File: src/rtl/spi_pkg.sv
// Shared types for the SPI target core: FSM state encoding and SPI mode bundle.
package spi_pkg;

  typedef enum logic [1:0] {
    IDLE   = 2'd0,
    LOAD   = 2'd1,
    ACTIVE = 2'd2
  } spi_slv_state_e;

  typedef struct packed {
    logic cpol;
    logic cpha;
  } spi_mode_t;

endpackage

File: src/rtl/spi_bit_sync.sv
// Multi-flop synchroniser for one asynchronous SPI pin, with a configurable reset level.
module spi_bit_sync #(
  parameter int unsigned STAGES  = 2,
  parameter bit          RST_VAL = 1'b0
) (
  input  logic clk,
  input  logic rst,
  input  logic d,
  output logic q
);

  logic [STAGES-1:0] sync_q;

  always_ff @(posedge clk) begin
    if (rst) sync_q <= {STAGES{RST_VAL}};
    else     sync_q <= {sync_q[STAGES-2:0], d};
  end

  assign q = sync_q[STAGES-1];

endmodule

File: src/rtl/spi_slave_core.sv
// SPI target: oversampled SCLK/CS_N/MOSI, MSB-first word deserialiser and MISO serialiser
// with a single-entry tx holding register behind a valid/ready port.
module spi_slave_core
  import spi_pkg::*;
#(
  parameter int unsigned DATA_W      = 8,
  parameter bit          CPOL        = 1'b0,
  parameter bit          CPHA        = 1'b0,
  parameter int unsigned SYNC_STAGES = 2
) (
  input  logic              clk,
  input  logic              rst,
  input  logic              sclk_i,
  input  logic              cs_n_i,
  input  logic              mosi_i,
  output logic              miso_o,
  output logic              miso_oe_o,
  input  logic [DATA_W-1:0] tx_data_i,
  input  logic              tx_valid_i,
  output logic              tx_ready_o,
  output logic [DATA_W-1:0] rx_data_o,
  output logic              rx_valid_o,
  output logic              underrun_o
);

  localparam spi_mode_t       MODE     = '{cpol: CPOL, cpha: CPHA};
  localparam int unsigned     CNT_W    = $clog2(DATA_W + 1);
  localparam logic [CNT_W-1:0] LAST_BIT = CNT_W'(DATA_W - 1);

  logic sclk_s, cs_n_s, mosi_s;
  logic sclk_q, cs_n_q;

  spi_bit_sync #(.STAGES(SYNC_STAGES), .RST_VAL(CPOL)) u_sync_sclk (
    .clk (clk), .rst (rst), .d (sclk_i), .q (sclk_s)
  );
  spi_bit_sync #(.STAGES(SYNC_STAGES), .RST_VAL(1'b1)) u_sync_cs_n (
    .clk (clk), .rst (rst), .d (cs_n_i), .q (cs_n_s)
  );
  spi_bit_sync #(.STAGES(SYNC_STAGES), .RST_VAL(1'b0)) u_sync_mosi (
    .clk (clk), .rst (rst), .d (mosi_i), .q (mosi_s)
  );

  spi_slv_state_e    state_q, state_d;
  logic [CNT_W-1:0]  bit_cnt_q;
  logic [DATA_W-1:0] shift_tx_q;
  logic [DATA_W-2:0] shift_rx_q;
  logic [DATA_W-1:0] tx_buf_q;
  logic [DATA_W-1:0] rx_word;
  logic              rx_done_q;

  logic lead_edge, trail_edge, sample_edge, shift_edge, cs_fall;
  logic load_word, word_done, sample_act, shift_act, accept;

  assign lead_edge   = (sclk_s != MODE.cpol) && (sclk_q == MODE.cpol);
  assign trail_edge  = (sclk_s == MODE.cpol) && (sclk_q != MODE.cpol);
  assign sample_edge = MODE.cpha ? trail_edge : lead_edge;
  assign shift_edge  = MODE.cpha ? lead_edge  : trail_edge;
  assign cs_fall     = !cs_n_s && cs_n_q;
  assign accept      = tx_valid_i && tx_ready_o;
  assign rx_word     = {shift_rx_q, mosi_s};

  always_ff @(posedge clk) begin
    if (rst) state_q <= IDLE;
    else     state_q <= state_d;
  end

  // Deselect has priority over any edge seen in the same cycle.
  always_comb begin
    state_d    = state_q;
    load_word  = 1'b0;
    word_done  = 1'b0;
    sample_act = 1'b0;
    shift_act  = 1'b0;
    unique case (state_q)
      IDLE: begin
        if (cs_fall) state_d = LOAD;
      end
      LOAD: begin
        if (cs_n_s) begin
          state_d = IDLE;
        end else begin
          state_d   = ACTIVE;
          load_word = 1'b1;
        end
      end
      ACTIVE: begin
        if (cs_n_s) begin
          state_d = IDLE;
        end else begin
          sample_act = sample_edge;
          shift_act  = shift_edge;
          if (sample_edge && (bit_cnt_q == LAST_BIT)) begin
            word_done = 1'b1;
            load_word = 1'b1;
          end
        end
      end
      default: state_d = IDLE;
    endcase
  end

  always_ff @(posedge clk) begin
    if (rst) begin
      sclk_q     <= CPOL;
      cs_n_q     <= 1'b1;
      bit_cnt_q  <= '0;
      shift_tx_q <= '0;
      shift_rx_q <= '0;
      tx_buf_q   <= '0;
      rx_done_q  <= 1'b0;
      miso_o     <= 1'b0;
      miso_oe_o  <= 1'b0;
      tx_ready_o <= 1'b1;
      rx_data_o  <= '0;
      rx_valid_o <= 1'b0;
      underrun_o <= 1'b0;
    end else begin
      sclk_q     <= sclk_s;
      cs_n_q     <= cs_n_s;
      miso_oe_o  <= (state_d != IDLE);
      rx_done_q  <= word_done;
      rx_valid_o <= rx_done_q;
      underrun_o <= load_word && tx_ready_o;

      // A load while the buffer is empty sees tx_ready_o=1 and sends all-ones.
      if (accept) begin
        tx_buf_q   <= tx_data_i;
        tx_ready_o <= 1'b0;
      end else if (load_word) begin
        tx_ready_o <= 1'b1;
      end

      if (load_word) begin
        shift_tx_q <= tx_ready_o ? '1 : tx_buf_q;
        if (!MODE.cpha) miso_o <= tx_ready_o ? 1'b1 : tx_buf_q[DATA_W-1];
      end else if (shift_act) begin
        if (MODE.cpha) begin
          miso_o     <= shift_tx_q[DATA_W-1];
          shift_tx_q <= {shift_tx_q[DATA_W-2:0], 1'b0};
        end else if (bit_cnt_q != '0) begin
          // Trailing edge right after a reload must keep the new MSB on the line.
          miso_o     <= shift_tx_q[DATA_W-2];
          shift_tx_q <= {shift_tx_q[DATA_W-2:0], 1'b0};
        end
      end

      if (sample_act) begin
        shift_rx_q <= rx_word[DATA_W-2:0];
        if (bit_cnt_q == LAST_BIT) begin
          rx_data_o <= rx_word;
          bit_cnt_q <= '0;
        end else begin
          bit_cnt_q <= bit_cnt_q + CNT_W'(1);
        end
      end else if (state_q != ACTIVE || cs_n_s) begin
        bit_cnt_q <= '0;
      end
    end
  end

endmodule

File: config.mk
export PLATFORM = sky130hd
export DESIGN_NAME = spi_slave_core
export DESIGN_NICKNAME = d
export VERILOG_FILES = /design/src/rtl/spi_pkg.sv /design/src/rtl/spi_bit_sync.sv /design/src/rtl/spi_slave_core.sv
export SDC_FILE = /design/constraint.sdc
export NUM_CORES = 1
export LEC_CHECK = 0
export ABC_AREA = 1
export CAP_MARGIN = 20
export CORE_MARGIN = 2
export CORE_UTILIZATION = 54
export DETAILED_ROUTE_END_ITERATION = 6
export GPL_TIMING_DRIVEN = 0
export MAX_ROUTING_LAYER = met4
export PLACE_DENSITY_LB_ADDON = 0.2
export SYNTH_ARGS = -nofsm -noshare
export SYNTH_HDL_FRONTEND = slang
export SYNTH_SLANG_ARGS = --single-unit
File: constraint.sdc
create_clock -name clk -period 2.25 [get_ports clk]
set_clock_uncertainty 0.2 [all_clocks]
set_input_delay 0.3375 -clock clk [delete_from_list [all_inputs] [get_ports clk]]
set_output_delay 0.3375 -clock clk [all_outputs]
set_load 0.05 [all_outputs]
# After elaboration in Yosys (flattened, before gate mapping)
# Index checks and enable logic that the tools add are counted.
# word_totals
regBits	50
elab_cells	68
inputBits	14
output_inout_bits	13
# op_classes
n_mux	25
n_reduce_logical	18
bitwise_logic	3
addsub	1
eq_ne	4
# op_table
op	n
$mux W7	4
$mux W1	13
$mux W4	3
$reduce_bool A2 Y1	5
$logic_and A1 B1 Y1	6
$mux W2	3
$pmux W2 S3	1
$add A4 B1 Y4 const B	1
$eq A4 B3 Y1 const B	1
$reduce_and A2 Y1	2
$reduce_bool A4 Y1	1
$not A1 Y1	3
$eq A2 B1 Y1 const B	1
$eq A2 B2 Y1 const B	1
$logic_not A2 Y1	1
$ne A2 B2 Y1 const B	1
$pmux W1 S2	1
$reduce_or A2 Y1	1
$logic_not A1 Y1	1
$logic_or A1 B1 Y1	1

# Logic depth before layout (Yosys ltp)
# Gate-level depths: netlist of the first run.
# logic_depth
depth_word	8
depth_mapped	12
mapped_depth_nobuf	11

# Hierarchy
# A second synthesis of the first run with hierarchy kept.
# unflattened
hier_cells	269
area_unflattened_um2	2044.5
# by_module_without_submodules
mod	area_per_inst_um2	instances	cells_per_inst	seq_area_each_um2
spi_slave_core	1875.5	1	250	880.8
spi_bit_sync (u_sync_mosi ...)	55.1	2	6	40.0
spi_bit_sync (u_sync_cs_n)	58.8	1	7	40.0

# Worst setup path before layout of the first run
# Ideal clock, no wire load.
# synth_timing
path_kind	reg2reg
startpoint	reg state_q[0]
endpoint	reg shift_tx_q[4]
setup_ps	109
t_arrival_ps	1361
synth_period_minus_slack_ps	1670
t_required_ps	1941
n_path_buf	1
path_slack_ps	580
path_stages_with_launch	13
path_cell_list	dfxtp_1 > inv_1 > ha_1 > inv_1 > nor2_4 > nand3_4 > nand2_4 > nand2_4 > buf_6 > nand2_2 > nand3_1 > nand2_1 > inv_1
# synth_between
elab_chain_len	4
word_cells_on_any_way	8
cone_classes	eq/ne: 2; mux: 3; reduce/logical: 3
# synth_lines
item	line	source
start: declaration	spi_slave_core.sv:43	spi_slv_state_e state_q, state_d;
start signal: assignment	spi_slave_core.sv:64	else state_q <= state_d;
$eq A2 B2 Y1 / $eq A2 B1 Y1 (equally long branches)	spi_slave_core.sv:74	unique case (state_q)
$pmux W1 S2 / $mux W1 (equally long branches)	spi_slave_core.sv:74	
$reduce_bool A2 Y1 (no line)	-	
$reduce_and A2 Y1 (no line)	-	
end signal: assignment	spi_slave_core.sv:134	shift_tx_q <= tx_ready_o ? '1 : tx_buf_q;
end signal: assignment	spi_slave_core.sv:139	shift_tx_q <= {shift_tx_q[DATA_W-2:0], 1'b0};
end signal: assignment	spi_slave_core.sv:143	shift_tx_q <= {shift_tx_q[DATA_W-2:0], 1'b0};
end: declaration	spi_slave_core.sv:45	logic [DATA_W-1:0] shift_tx_q;
# Several ways; a longest one is shown, not always the timed one.
# A chain may end at the register's enable or synchronous reset.

# Worst setup path in the final report of the first run
# layout_timing
startpoint	reg rx_data_o[3]
endpoint	out rx_data_o[3]
# layout_rtl
item	line	source
start: declaration	spi_slave_core.sv:21	output logic [DATA_W-1:0] rx_data_o,
start signal: assignment	spi_slave_core.sv:150	rx_data_o <= rx_word;
# No word-level cell between the ends.

==> results of run 1 <==
-- registers in the layout, indices dropped and copies added, names as in the netlist --
| signal | count |
|---|---|
| rx_data_o | 8 |
| tx_buf_q | 8 |
| shift_rx_q | 7 |
| shift_tx_q | 7 |
| bit_cnt_q | 4 |
| state_q | 2 |
| u_sync_cs_n.sync_q | 2 |
| u_sync_mosi.sync_q | 2 |
| u_sync_sclk.sync_q | 2 |
| cs_n_q | 1 |
| miso_o | 1 |
| miso_oe_o | 1 |
| rx_done_q | 1 |
| rx_valid_o | 1 |
| sclk_q | 1 |
| tx_ready_o | 1 |
| underrun_o | 1 |
-- cell type report --
cell class	instances	area share (%)
tap	48	2.41
multi-input combinational	163	34.6
clock inverter	3	1.76
sequential	50	40.2
timing repair buffer	25	10.0
inverter	41	6.17
clock buffer	5	2.76
buffer	10	2.06
-- worst min path at each step --
stage,start,slack (ns),to,depth (start not counted)
after floorplan,rx_done_q,0.19,rx_valid_o,2
final,u_sync_mosi.sync_q[0],0.21,u_sync_mosi.sync_q[1],2
after detailed placement,u_sync_cs_n.sync_q[0],0.20,u_sync_cs_n.sync_q[1],1
after CTS,u_sync_mosi.sync_q[0],0.21,u_sync_mosi.sync_q[1],2
after global routing,u_sync_cs_n.sync_q[0],0.24,u_sync_cs_n.sync_q[1],1
after global placement,u_sync_sclk.sync_q[0],0.19,u_sync_sclk.sync_q[1],2
-- through the flow --
stage          hold slack, ns  util (%)
6_report                0.212      68.1
5_1_grt                 0.235      68.1
4_1_cts                 0.214      68.1
3_5_place_dp            0.198      65.0
3_3_place_gp            0.190      65.0
2_1_floorplan           0.188         -
-- synthesized netlist by cell type, drive strengths merged --
library cell and count:
nand4 2, o21ai 24, nor3 1, ha 6
xor2 1, nand2 35, dfxtp 50, nor2 46
a211oi 5, a21oi 14, nand3 21, buf 4
inv 41, clkbuf 6, o21bai 1, or2 7
-- layer usage --
metal / up-vias / share of wire [%] / global-route usage (%)
li1: 890 / - / -
met5: - / 0 / -
met4: 0 / 1.6 / 7.55
met3: 5 / 3.6 / 4.94
met2: 39 / 46 / 34.3
met1: 747 / 49 / 25.8
-- cells by family after synthesis --
family	Yosys count	synth area share (%)
flip-flops	50	48.4
buffers and inverters	51	9.92
adder cells (fa/ha/maj)	6	3.63
XOR/XNOR	1	0.423
AO/OA/AOI/OAI	44	11.4
AND/OR/NAND/NOR	112	26.3
-- where the power goes --
part	internal (W)	switching, W	leakage (nW)
Clock	0.000333	0.000301	0.0585
Sequential	0.000906	0.00000938	0.407
Combinational	0.0000492	0.0000651	0.599
==> reports/metrics.yaml, run 1 <==
die-area_um2: 4340
syn_area_um2: 2070
yosysWarningCount: 0
postLayoutCellArea_um2: 2490
avgSynthCellArea_um2: 7.84
nFillCells: 294
drt.antenna.violating_nets: 0
layout.cells.non_filler: 345
worst_pin_slew_ns: 0.504
final-seq-area_um2: 1000
synth.ff_latch_count: 50
synth_top_area_share_pct: 48.4
wl_um: 3750
multi_input_area_um2: 863
synth_top_area_cell: "dfxtp_1"
cts_hold_buffers: 0
firstDrtPassIters: 4
yosysSeqAreaShare_pct: 48.4
crit_end: "rx_data_o[3]"
total_power_w: 0.00166
start_util_pct: 56.5
ys_types: 27
io_buffers: 25
fin_crit_sh_pct: 89.5
die_h_um: 65.9
grtUsageTotal_pct: 21.1
rsz0062_at_grt: "false"
layout_common_cells: "50 x dfxtp_1, 43 x nor2_1, 40 x inv_1, 30 x nand2_1, 25 x clkdlybuf4s50_1"
grt_pass1_vias: 1659
vias_per_cell: 4.87
synthTopCellsByArea: "dfxtp_1 48%, nor2_1 7.8%, inv_1 7.3%"
ir_drop_mv: 0.469
critical_path_class: "reg -> out"
cts_tree: "done"
slowest_stage: "clkdlybuf4s50_1"
clock-root-buffer: "clkbuf_8"
worst-path-stages: 1
vias: 1681
leakage_nw: 1.06
setup_tns_ns: 0
antenna_found_initial: 0
drv_cap: 0
diodes: 0
r2r_end: "miso_o"
place_inst: 337
core_um2: 3660
h-tree-depth: 2
nets: 316
setup_viol: 0
place_ws_ns: 0.374
max_freq_mhz: 496
critPathLaunchType: "register"
cts_made_buffers: 5
numClockSinks: 50
insertion_delay_ns: 0.30
clockBufferDepth: 2
required_ns: 1.71
critPathArrivalTime_ns: 1.48
cts-resized-gates: 0
crit_start: "rx_data_o[3]"
dpl.hpwl_um: 2710
io_pins: 27
overflow: 0
regToRegStartpoint: "state_q[0]"
area_growth_pct: 20.4
grt_first_pass_wirelength_um: 6840
post_cts_buffers: 0
finalCriticalPeriod_ns: 2.01
final_common_cell: "dfxtp_1"
endpoint_kind: "primary output"
drt_iter0_drc: 45
drc: 0
grt_max_degree: 17
ff2ff_path_depth: 10
outcome: "complete, no violations"
max-slew-margin-rel_pct: 66.3
syn_inst: 264
die_w_um: 65.9
min-delay-path-class: "reg -> reg"
final_hold_viol_count: 0
placed_area_um2: 2380
path_buf_inv: 1
drive_above_1_share_pct: 11.1
syn_nets: 284
power_density_nw_per_um2: 668
drv_slew: 0
fin_ws_ns: 0.235
crit_fanout: 2
worst_path_dominant_cell_family: "buffers and inverters"
crit_chain: "clkdlybuf4s50_1"
critPathMaxStageDelay_ns: 0.81
r2r_setup_slack_ns: 0.36
num_rows: 22
gp_congestion: 0.825
cts.clk_slew.worst_paths_ns: 0.09
wl_per_cell_um: 10.9
Power figures use the tool's default switching activity.
==> run 2: changes to the inputs <==
--- a/config.mk
+++ b/config.mk
@@ -12,7 +12,7 @@
 export DETAILED_ROUTE_END_ITERATION = 6
 export GPL_TIMING_DRIVEN = 0
 export MAX_ROUTING_LAYER = met4
-export PLACE_DENSITY_LB_ADDON = 0.2
+export PLACE_DENSITY = 0.82
 export SYNTH_ARGS = -nofsm -noshare
 export SYNTH_HDL_FRONTEND = slang
 export SYNTH_SLANG_ARGS = --single-unit
==> run 2 against run 1 <==
Compared with the run above:
- critical path type unchanged
- largest power group unchanged
- combinational power is essentially flat
- wire length grew 1.1%
- clock power shrank 15%
==> reports/metrics.yaml, run 2 (synthesized netlist as in run 1, its figures left out) <==
worst-path-stages: 1  # unchanged
rsz0062_at_grt: "false"  # unchanged
ir_drop_mv: 0.632  # was 0.469 mV
numClockSinks: 50  # unchanged
min-delay-path-class: "reg -> reg"  # unchanged
num_rows: 22  # unchanged
io_buffers: 25  # unchanged
cts.clk_slew.worst_paths_ns: 0.09  # about the same
fin_crit_sh_pct: 88.9  # was 89.5%
setup_viol: 0  # unchanged
final_common_cell: "dfxtp_1"  # unchanged
grt_max_degree: 16  # was 17
cts_made_buffers: 5  # unchanged
core_um2: 3660  # unchanged
firstDrtPassIters: 5  # was 4
wl_um: 3790  # was 3750 um
crit_fanout: 2  # unchanged
vias: 1655  # was 1681
worst_pin_slew_ns: 0.498  # was 0.504 ns
power_density_nw_per_um2: 636  # was 668 nW/um^2
clockBufferDepth: 2  # unchanged
critical_path_class: "reg -> out"  # unchanged
grtUsageTotal_pct: 21.0  # was 21.1%
drive_above_1_share_pct: 11.1  # unchanged
placed_area_um2: 2380  # unchanged
grt_first_pass_wirelength_um: 6710  # was 6840 um
grt_pass1_vias: 1597  # was 1659
postLayoutCellArea_um2: 2470  # was 2490 um^2
critPathMaxStageDelay_ns: 0.81  # about the same
reg_top3: "rx_data_o (8), tx_buf_q (8)"  # unchanged
wl_per_cell_um: 11.0  # was 10.9 um
drv_cap: 0  # unchanged
overflow: 0  # unchanged
endpoint_kind: "primary output"  # unchanged
worst_path_dominant_cell_family: "buffers and inverters"  # unchanged
max-slew-margin-rel_pct: 66.7  # was 66.3%
nets: 316  # unchanged
slowest_stage: "clkdlybuf4s50_1"  # unchanged
setup_tns_ns: 0  # unchanged
dpl.hpwl_um: 2710  # about the same
die_h_um: 65.9  # unchanged
outcome: "complete, no violations"  # unchanged
fin_ws_ns: 0.249  # was 0.235 ns
io_pins: 27  # unchanged
whs_path_depth: 2  # unchanged
antenna_found_initial: 0  # unchanged
start_util_pct: 56.5  # unchanged
cts-resized-gates: 0  # unchanged
final_hold_viol_count: 0  # unchanged
crit_chain: "clkdlybuf4s50_1"  # unchanged
drv_slew: 0  # unchanged
vias_per_cell: 4.80  # was 4.87
max_freq_mhz: 500  # was 496 MHz
path_buf_inv: 1  # unchanged
insertion_delay_ns: 0.31  # was 0.30 ns
clock-root-buffer: "clkbuf_8"  # unchanged
critPathArrivalTime_ns: 1.46  # was 1.48 ns
critPathLaunchType: "register"  # unchanged
diodes: 0  # unchanged
cts_hold_buffers: 0  # unchanged
ff2ff_path_depth: 12  # was 10
drc: 0  # unchanged
gp_congestion: 0.803  # was 0.825
fin_util_pct: 67.6  # was 68.1%
finalCriticalPeriod_ns: 2.00  # was 2.01 ns
drt.antenna.violating_nets: 0  # unchanged
die_w_um: 65.9  # unchanged
required_ns: 1.71  # about the same
leakage_nw: 1.05  # was 1.06 nW
post_cts_buffers: 0  # unchanged
cts_tree: "done"  # unchanged
drt_iter0_drc: 61  # was 45
layout_common_cells: "50 x dfxtp_1, 43 x nor2_1, 40 x inv_1, 30 x nand2_1, 25 x clkdlybuf4s50_1"  # unchanged
h-tree-depth: 2  # unchanged
die-area_um2: 4340  # unchanged
area_growth_pct: 19.6  # was 20.4%
place_ws_ns: 0.410  # was 0.374 ns
==> run 2: cell count changes in the layout (fill, tap and decap cells not counted) <==
| cell | previous run | this run |
|---|---|---|
| clkbuf_8 | 5 | 6 |
| clkinvlp_4 | 0 | 1 |
| inv_6 | 1 | 0 |
| bufinv_16 | 1 | 0 |
==> run 2: per-stage QoR <==
stage / cells / power (W) / hold WS [ns]
finish: 345 / 0.00157 / 0.208
global route: 345 / 0.00165 / 0.228
CTS: 345 / 0.00158 / 0.211
detailed placement: 337 / 0.00105 / 0.194
global placement: 337 / 0.00105 / 0.193
floorplan: 264 / 0.00101 / 0.188
==> run 2: path summary, 6_finish.rpt <==
| kind | start | end | slack (ns) |
|---|---|---|---|
| setup / recovery | rx_data_o[1] | rx_data_o[1] | 0.25 |
| hold / removal | u_sync_mosi.sync_q[0] | u_sync_mosi.sync_q[1] | 0.21 |
| setup reg to reg | state_q[0] | shift_tx_q[6] | 0.38 |
| hold reg to reg | u_sync_mosi.sync_q[0] | u_sync_mosi.sync_q[1] | 0.21 |
==> run 2: per-layer routing <==
metal	vias up	track usage, %	share of wire [%]
met1	727	25.0	49
li1	893	-	-
met4	0	8.85	2.2
met2	26	33.1	46
met3	9	6.13	3.4
met5	-	-	0
==> run 2: layout make-up <==
type                            instances  area, um^2
Buffer                                 10        51.3
Clock buffer                            6        82.6
Clock inverter                          2        12.5
Fill cell                             298        1190
Inverter                               41         154
Multi-Input combinational cell        163         863
Sequential cell                        50        1000
Tap cell                               48        60.1
Timing Repair Buffer                   25         250
==> run 2: where the power goes <==
group	total, W	internal [W]	switching [W]
combinational	0.000117	0.0000493	0.0000672
sequential	0.000915	0.000906	0.00000913
clock	0.000541	0.000247	0.000294
total	0.00157	0.00120	0.000370
